**src/rtl/gpu_pkg.sv**
```systemverilog
// gpu_pkg: shared GPU geometry, memory width and pixel-write types.
// Used by the ALU and by pixel_write_queue and its FIFO.
package gpu_pkg;

  localparam int H_RES  = 320;
  localparam int V_RES  = 240;
  localparam int ADDR_W = 20;

  typedef struct packed {
    logic [ADDR_W-1:0] addr;
    logic [15:0]       data;
  } pix_req_t;

  typedef enum logic {
    IDLE,
    DRAIN
  } pwq_state_e;

endpackage

```
**src/rtl/pwq_fifo.sv**
```systemverilog
// pwq_fifo: synchronous DEPTH-entry FIFO of request words.
// Ports: push/din, pop/dout (show-ahead head), count, full, empty.
module pwq_fifo #(
  parameter int  DEPTH = 8,
  parameter type T     = gpu_pkg::pix_req_t
) (
  input  logic                       clk,
  input  logic                       rst_n,
  input  logic                       push,
  input  T                           din,
  input  logic                       pop,
  output T                           dout,
  output logic [$clog2(DEPTH+1)-1:0] count,
  output logic                       full,
  output logic                       empty
);

  localparam int CW = $clog2(DEPTH+1);
  localparam int PW = (DEPTH > 1) ? $clog2(DEPTH) : 1;

  T              mem [DEPTH];
  logic [PW-1:0] rd_ptr;
  logic [PW-1:0] wr_ptr;
  logic          do_push;
  logic          do_pop;

  function automatic logic [PW-1:0] nxt(
    input logic [PW-1:0] p
  );
    return (p == PW'(DEPTH-1)) ? '0 : p + PW'(1);
  endfunction

  assign empty   = (count == '0);
  assign full    = (count == CW'(DEPTH));
  assign do_pop  = pop & ~empty;
  // a full FIFO still takes a write when it is popped in the same cycle
  assign do_push = push & (~full | do_pop);
  assign dout    = mem[rd_ptr];

  always_ff @(posedge clk) begin
    if (do_push) mem[wr_ptr] <= din;
  end

  always_ff @(posedge clk or negedge rst_n) begin
    if (!rst_n) begin
      rd_ptr <= '0;
      wr_ptr <= '0;
      count  <= '0;
    end else begin
      if (do_push) wr_ptr <= nxt(wr_ptr);
      if (do_pop)  rd_ptr <= nxt(rd_ptr);
      count <= count + CW'(do_push) - CW'(do_pop);
    end
  end

endmodule

```
**src/rtl/pixel_write_queue.sv**
```systemverilog
// pixel_write_queue: range-checks pixel stores, forms FB address, queues them
// to the SRAM arbiter and reports frame retirement. Ports: wr_* request in,
// mem_* head out, frame_done/frame_flushed, err_* flags, drop_count.
// Build option PWQ_DROP_CNT_EN enables the saturating drop counter.
module pixel_write_queue #(
  parameter int                H_RES   = gpu_pkg::H_RES,
  parameter int                V_RES   = gpu_pkg::V_RES,
  parameter int                DEPTH   = 8,
  parameter int                ADDR_W  = gpu_pkg::ADDR_W,
  parameter logic [ADDR_W-1:0] FB_BASE = '0
) (
  input  logic              Clk,
  input  logic              Reset_n,
  input  logic              wr_valid,
  output logic              wr_ready,
  input  logic [15:0]       wr_x,
  input  logic [15:0]       wr_y,
  input  logic [15:0]       wr_color,
  input  logic              frame_done,
  output logic              mem_valid,
  input  logic              mem_ready,
  output logic [ADDR_W-1:0] mem_addr,
  output logic [15:0]       mem_data,
  output logic              frame_flushed,
  input  logic              err_clr,
  output logic              err_oob,
  output logic              err_frame_ovr,
  output logic [15:0]       drop_count
);

  import gpu_pkg::*;

  typedef struct packed {
    logic [ADDR_W-1:0] addr;
    logic [15:0]       data;
  } req_t;

  localparam int CW  = $clog2(DEPTH+1);
  localparam int CW1 = CW + 1;

  logic           acc;
  logic           in_rng;
  logic           acc_in;
  logic           acc_oob;
  logic           pop;
  logic           push;
  logic           stg_valid;
  req_t           stg_req;
  req_t           head;
  logic [CW-1:0]  fifo_count;
  logic           fifo_full;
  logic           fifo_empty;
  logic [CW-1:0]  pend;
  logic [CW-1:0]  pend_nxt;
  logic [CW1-1:0] pend_load;
  pwq_state_e     state;
  pwq_state_e     state_nxt;

  assign in_rng = (wr_x < 16'(H_RES)) && (wr_y < 16'(V_RES));

  // counts the address stage so it can always drain into the FIFO
  assign wr_ready = (CW1'(fifo_count) + CW1'(stg_valid)) < CW1'(DEPTH);

  assign acc     = wr_valid & wr_ready;
  assign acc_in  = acc & in_rng;
  assign acc_oob = acc & ~in_rng;
  assign pop     = mem_valid & mem_ready;
  assign push    = stg_valid & (~fifo_full | pop);

  always_ff @(posedge Clk or negedge Reset_n) begin
    if (!Reset_n) begin
      stg_valid <= 1'b0;
      stg_req   <= '0;
    end else begin
      stg_valid <= acc_in;
      if (acc_in) begin
        stg_req.addr <= FB_BASE
                      + ADDR_W'(wr_y) * ADDR_W'(H_RES)
                      + ADDR_W'(wr_x);
        stg_req.data <= wr_color;
      end
    end
  end

  pwq_fifo #(
    .DEPTH (DEPTH),
    .T     (req_t)
  ) u_fifo (
    .clk   (Clk),
    .rst_n (Reset_n),
    .push  (push),
    .din   (stg_req),
    .pop   (pop),
    .dout  (head),
    .count (fifo_count),
    .full  (fifo_full),
    .empty (fifo_empty)
  );

  assign mem_valid = ~fifo_empty;
  assign mem_addr  = mem_valid ? head.addr : '0;
  assign mem_data  = mem_valid ? head.data : '0;

  // writes ahead of the marker: queued, staged, accepted now, minus a pop now
  assign pend_load = CW1'(fifo_count) + CW1'(stg_valid)
                   + CW1'(acc_in) - CW1'(pop);

  always_ff @(posedge Clk or negedge Reset_n) begin
    if (!Reset_n) begin
      state <= IDLE;
      pend  <= '0;
    end else begin
      state <= state_nxt;
      pend  <= pend_nxt;
    end
  end

  always_comb begin
    state_nxt     = state;
    pend_nxt      = pend;
    frame_flushed = 1'b0;
    unique case (state)
      IDLE: begin
        if (frame_done) begin
          state_nxt = DRAIN;
          pend_nxt  = CW'(pend_load);
        end
      end
      DRAIN: begin
        if (pend == '0) begin
          frame_flushed = 1'b1;
          state_nxt     = IDLE;
        end else if (pop) begin
          pend_nxt = pend - CW'(1);
        end
      end
      default: state_nxt = IDLE;
    endcase
  end

  always_ff @(posedge Clk or negedge Reset_n) begin
    if (!Reset_n) begin
      err_oob       <= 1'b0;
      err_frame_ovr <= 1'b0;
    end else begin
      if (acc_oob)      err_oob <= 1'b1;
      else if (err_clr) err_oob <= 1'b0;
      if (frame_done && state == DRAIN) err_frame_ovr <= 1'b1;
      else if (err_clr)                 err_frame_ovr <= 1'b0;
    end
  end

`ifdef PWQ_DROP_CNT_EN
  logic [15:0] drop_q;

  always_ff @(posedge Clk or negedge Reset_n) begin
    if (!Reset_n) begin
      drop_q <= '0;
    end else if (acc_oob && drop_q != 16'hFFFF) begin
      drop_q <= drop_q + 16'd1;
    end
  end

  assign drop_count = drop_q;
`else
  assign drop_count = 16'h0000;
`endif

endmodule

```
**config.mk**
```make
export PLATFORM = sky130hd
export DESIGN_NAME = pixel_write_queue
export DESIGN_NICKNAME = d
export VERILOG_FILES = /design/src/rtl/gpu_pkg.sv /design/src/rtl/pwq_fifo.sv /design/src/rtl/pixel_write_queue.sv
export SDC_FILE = /design/constraint.sdc
export NUM_CORES = 1
export LEC_CHECK = 0
export BUFFER_PORTS_ARGS = -buffer_cell sky130_fd_sc_hd__buf_2
export CORE_UTILIZATION = 35
export DETAILED_ROUTE_END_ITERATION = 7
export HOLD_SLACK_MARGIN = 0.06
export PLACE_DENSITY_LB_ADDON = 0.1
export SYNTH_ARGS = -nofsm -noshare
export SYNTH_HDL_FRONTEND = slang
export SYNTH_HIERARCHICAL = 1
export SYNTH_SLANG_ARGS = --single-unit
```
**constraint.sdc**
```tcl
create_clock -name Clk -period 9.29 [get_ports Clk]
set_input_delay 1.858 -clock Clk [delete_from_list [all_inputs] [get_ports Clk]]
set_output_delay 1.858 -clock Clk [all_outputs]
set_load 0.005 [all_outputs]
```
==> reports/results.tsv <==
metric	value	unit
design_area	17500	um^2
post-cts-setup-buffer-count	0	
yosys.area_share.simple	6.47	%
cts-root-buf	clkbuf_16	
tightest_slew	0.905	ns
synth_edf_count	288	
drtPass1Iterations	6	
die_w	210	um
cp_data_arrival_time	3.36	ns
post_drt_wl_per_cell	20.2	um
grt_start_max_net_pins	55	
skew	0.0211	ns
slew_headroom	39.7	%
num_vias	7911	
drv_cap	0	
wirelength_met1	15.0	mm
netlist.area_leader.share	57.0	%
overflow	0	
irDropWorstVdd	0.112	mV
synth_area_leaders	edfxtp_1 57%, mux4_1 9.2%, dfrtp_1 8.9%	
port_buffers	94	
final.setup.worst_slack	4.07	ns
p_clk_share	36.0	%
synth_fa_ha_area_share	4.65	%
p_leak	5.43	nW
routed_via_density	4.89	
synth_top_family_by_area	multiplexers	
synth_compound_area_share	3.70	%
path_clk_slew	0.06	ns
final_antenna_net_count	0	
wl	32.6	mm
clockBufferDepth	3	
final_nets	1119	
drcViolationCount	0	
hpwl	17.9	mm
synth_area	15200	um^2
period_minus_slack	5.22	ns
areaGrowthSynthToFinish	15.1	%
power_report.internal_total	2.84	mW
hold_buffers	0	
synth_top_area_cell	edfxtp_1	
muxShareOfSynthArea	15.3	%
rows	75	
diodes	0	
core-area	42300	um^2
dr_wl_met3	1.29	mm
syn_area_per_cell	17.0	um^2
clk_latency	0.53	ns
switching_share	27.3	%
worst_path_max_delay_cell	dfrtp_4	
dieArea	44200	um^2
start_util	35.9	%
max_freq	0.192	GHz
fill_cells	3840	
multi_input_area	4880	um^2
hold_viol	0	
critPathTopFamily	multiplexers	
ios	111	
top_layer	met4	
ctsHtreeMaxLevel	2	
crit_path_start_kind	flip-flop	
critPathCaptureType	output pin	
synthArstFlopShare	15.8	%
synth-seq-cells	342	
period_share	56.2	%
crit_path_max_fanout	40	
drive_gt1_share	24.0	%
outcome	complete, no violations	
ctsResizeCount	0	
drv_slew	0	
globalplace.congestion	0.744	
rsz0062_at_grt	no	
switchingPower	1.07	mW
p_seq_share	45.8	%
grt_pass1_wl	49.8	mm
cts_tree	done	
clock_sinks	342	
crit_chain	buf_4 -> mux4_1 -> mux2_2 -> nor2b_1 -> buf_2	
netlist_top_cells_count	288 x edfxtp_1, 94 x nand2_1, 54 x dfrtp_1, 53 x mux4_1, 50 x ha_1	
track_usage	15.1	%
dpl_cell_area	16300	um^2
comb_power_share	18.2	%
cp_slowest_stage_delay	0.84	ns
ys.flop_type	edfxtp_1	
ys_types	61	
dp_slack	4.12	ns
tns	0	ns
seqCellArea	10000	um^2
critPathLaunch	u_fifo/rd_ptr[1]$_DFFE_PN0N_	
ys_warn_count	6	
grt_pass1_vias	8263	
numCtsBuffers	37	
synth_most_common_cell	edfxtp_1	
finalSetupViolations	0	
seq_area_frac_synth	65.9	%
timing.rr.start	u_fifo/count[0]$_DFF_PN0_	
die_y	210	um
crit_type	reg2out	
path_buf_inv	2	
synth_xor_area_share	1.33	%
final_util	41.3	%
syn_inst	894	
power.density	224	nW/um^2
antenna_found_initial	0	
min_from	pend[0]$_DFFE_PN0P_	
min_path_type	reg2reg	
wl_met2	15.7	mm
required	7.43	ns
drt-initial-drc-count	333	
[worst paths after layout]
path | end | slack, ns | cells past startpoint
setup / recovery | mem_addr[10] | 4.07 | 5
hold / removal | pend[0]$_DFFE_PN0P_ | 0.52 | 1
setup reg to reg | pend[2]$_DFFE_PN0P_ | 5.83 | 12
hold reg to reg | pend[0]$_DFFE_PN0P_ | 0.52 | 1
max in group asynchronous | u_fifo/rd_ptr[1]$_DFFE_PN0N_ | 7.06 | 2
min in group asynchronous | pend[2]$_DFFE_PN0P_ | 1.54 | 2
[layout make-up]
class / count / area share [%]
clock inverters: 19 / 0.966
multi-input cells: 494 / 27.9
well taps: 577 / 4.13
inverters: 25 / 0.551
clock buffers: 49 / 5.73
repair buffers: 111 / 3.42
flip-flops and latches: 342 / 57.3
[cells by family (layout without fill, tap and decap cells)]
| group | after synthesis | in the layout |
|---|---|---|
| compound gates | 83 | 83 |
| xor+xnor | 23 | 23 |
| fa+ha+maj | 54 | 54 |
| buf+inv | 73 | 204 |
| flops | 342 | 342 |
| mux | 117 | 117 |
| other cells | 1 | 16 |
| simple gates | 201 | 201 |
[through the flow]
stage,power [mW],instances,hold WS (ns)
2_1_floorplan,2.35,909,0.464
3_3_place_gp,2.56,1549,0.499
3_5_place_dp,2.56,1549,0.511
4_1_cts,3.99,1617,0.523
5_1_grt,4.11,1617,0.566
6_report,3.91,1617,0.520
[power by group through the flow]
stage / Sequential, mW / Clock [mW] / Combinational, mW
after floorplan: 1.72 / 0 / 0.623
after global placement: 1.83 / 0 / 0.732
after detailed placement: 1.83 / 0 / 0.729
after CTS: 1.80 / 1.46 / 0.735
after global routing: 1.81 / 1.51 / 0.797
final: 1.79 / 1.41 / 0.711
[sequential cells by signal, indices dropped and copies added (netlist names)]
| signal | count |
|---|---|
| err_frame_ovr | 1 |
| err_oob | 1 |
| pend | 4 |
| state | 1 |
| stg_req | 36 |
| stg_valid | 1 |
| u_fifo/count | 4 |
| u_fifo/mem | 288 |
| u_fifo/rd_ptr | 3 |
| u_fifo/wr_ptr | 3 |
[worst register-to-register path, cell delays in order, from the launching register on]
cell	delay (ns)
dfrtp_1	0.41
ha_1	0.24
ha_1	0.24
nand2b_1	0.12
mux2i_1	0.11
nand3_2	0.10
buf_4	0.53
inv_4	0.37
ha_1	0.36
fa_1	0.38
xnor2_1	0.14
nor3b_1	0.06
a221o_1	0.27
[cells in the final DEF, fill, tap and decap left out, drive strengths merged, types with 4 or more instances in the layout]
cell type	Yosys	routed
nor2	20	20
nor4	6	6
mux4	72	72
xor2	9	9
a21o	6	6
fa	4	4
clkbuf	12	49
nand2	94	94
ha	50	50
xnor2	14	14
mux2	42	42
edfxtp	288	288
a21oi	19	19
conb	1	16
buf	36	111
or3	5	5
nor2b	40	40
nor3	7	7
nand2b	5	5
a31oi	4	4
a211oi	4	4
clkinv	0	15
dfrtp	54	54
o211ai	8	8
nand3	6	6
o21ai	23	23
inv	25	26
[routing by layer]
| layer | GRT usage, % | vias up |
|---|---|---|
| li1 | - | 3703 |
| met1 | 21.0 | 4017 |
| met2 | 24.9 | 148 |
| met3 | 2.34 | 43 |
| met4 | 3.75 | 0 |
| met5 | 0 | - |
No activity file was read; power rests on OpenSTA's default activity.
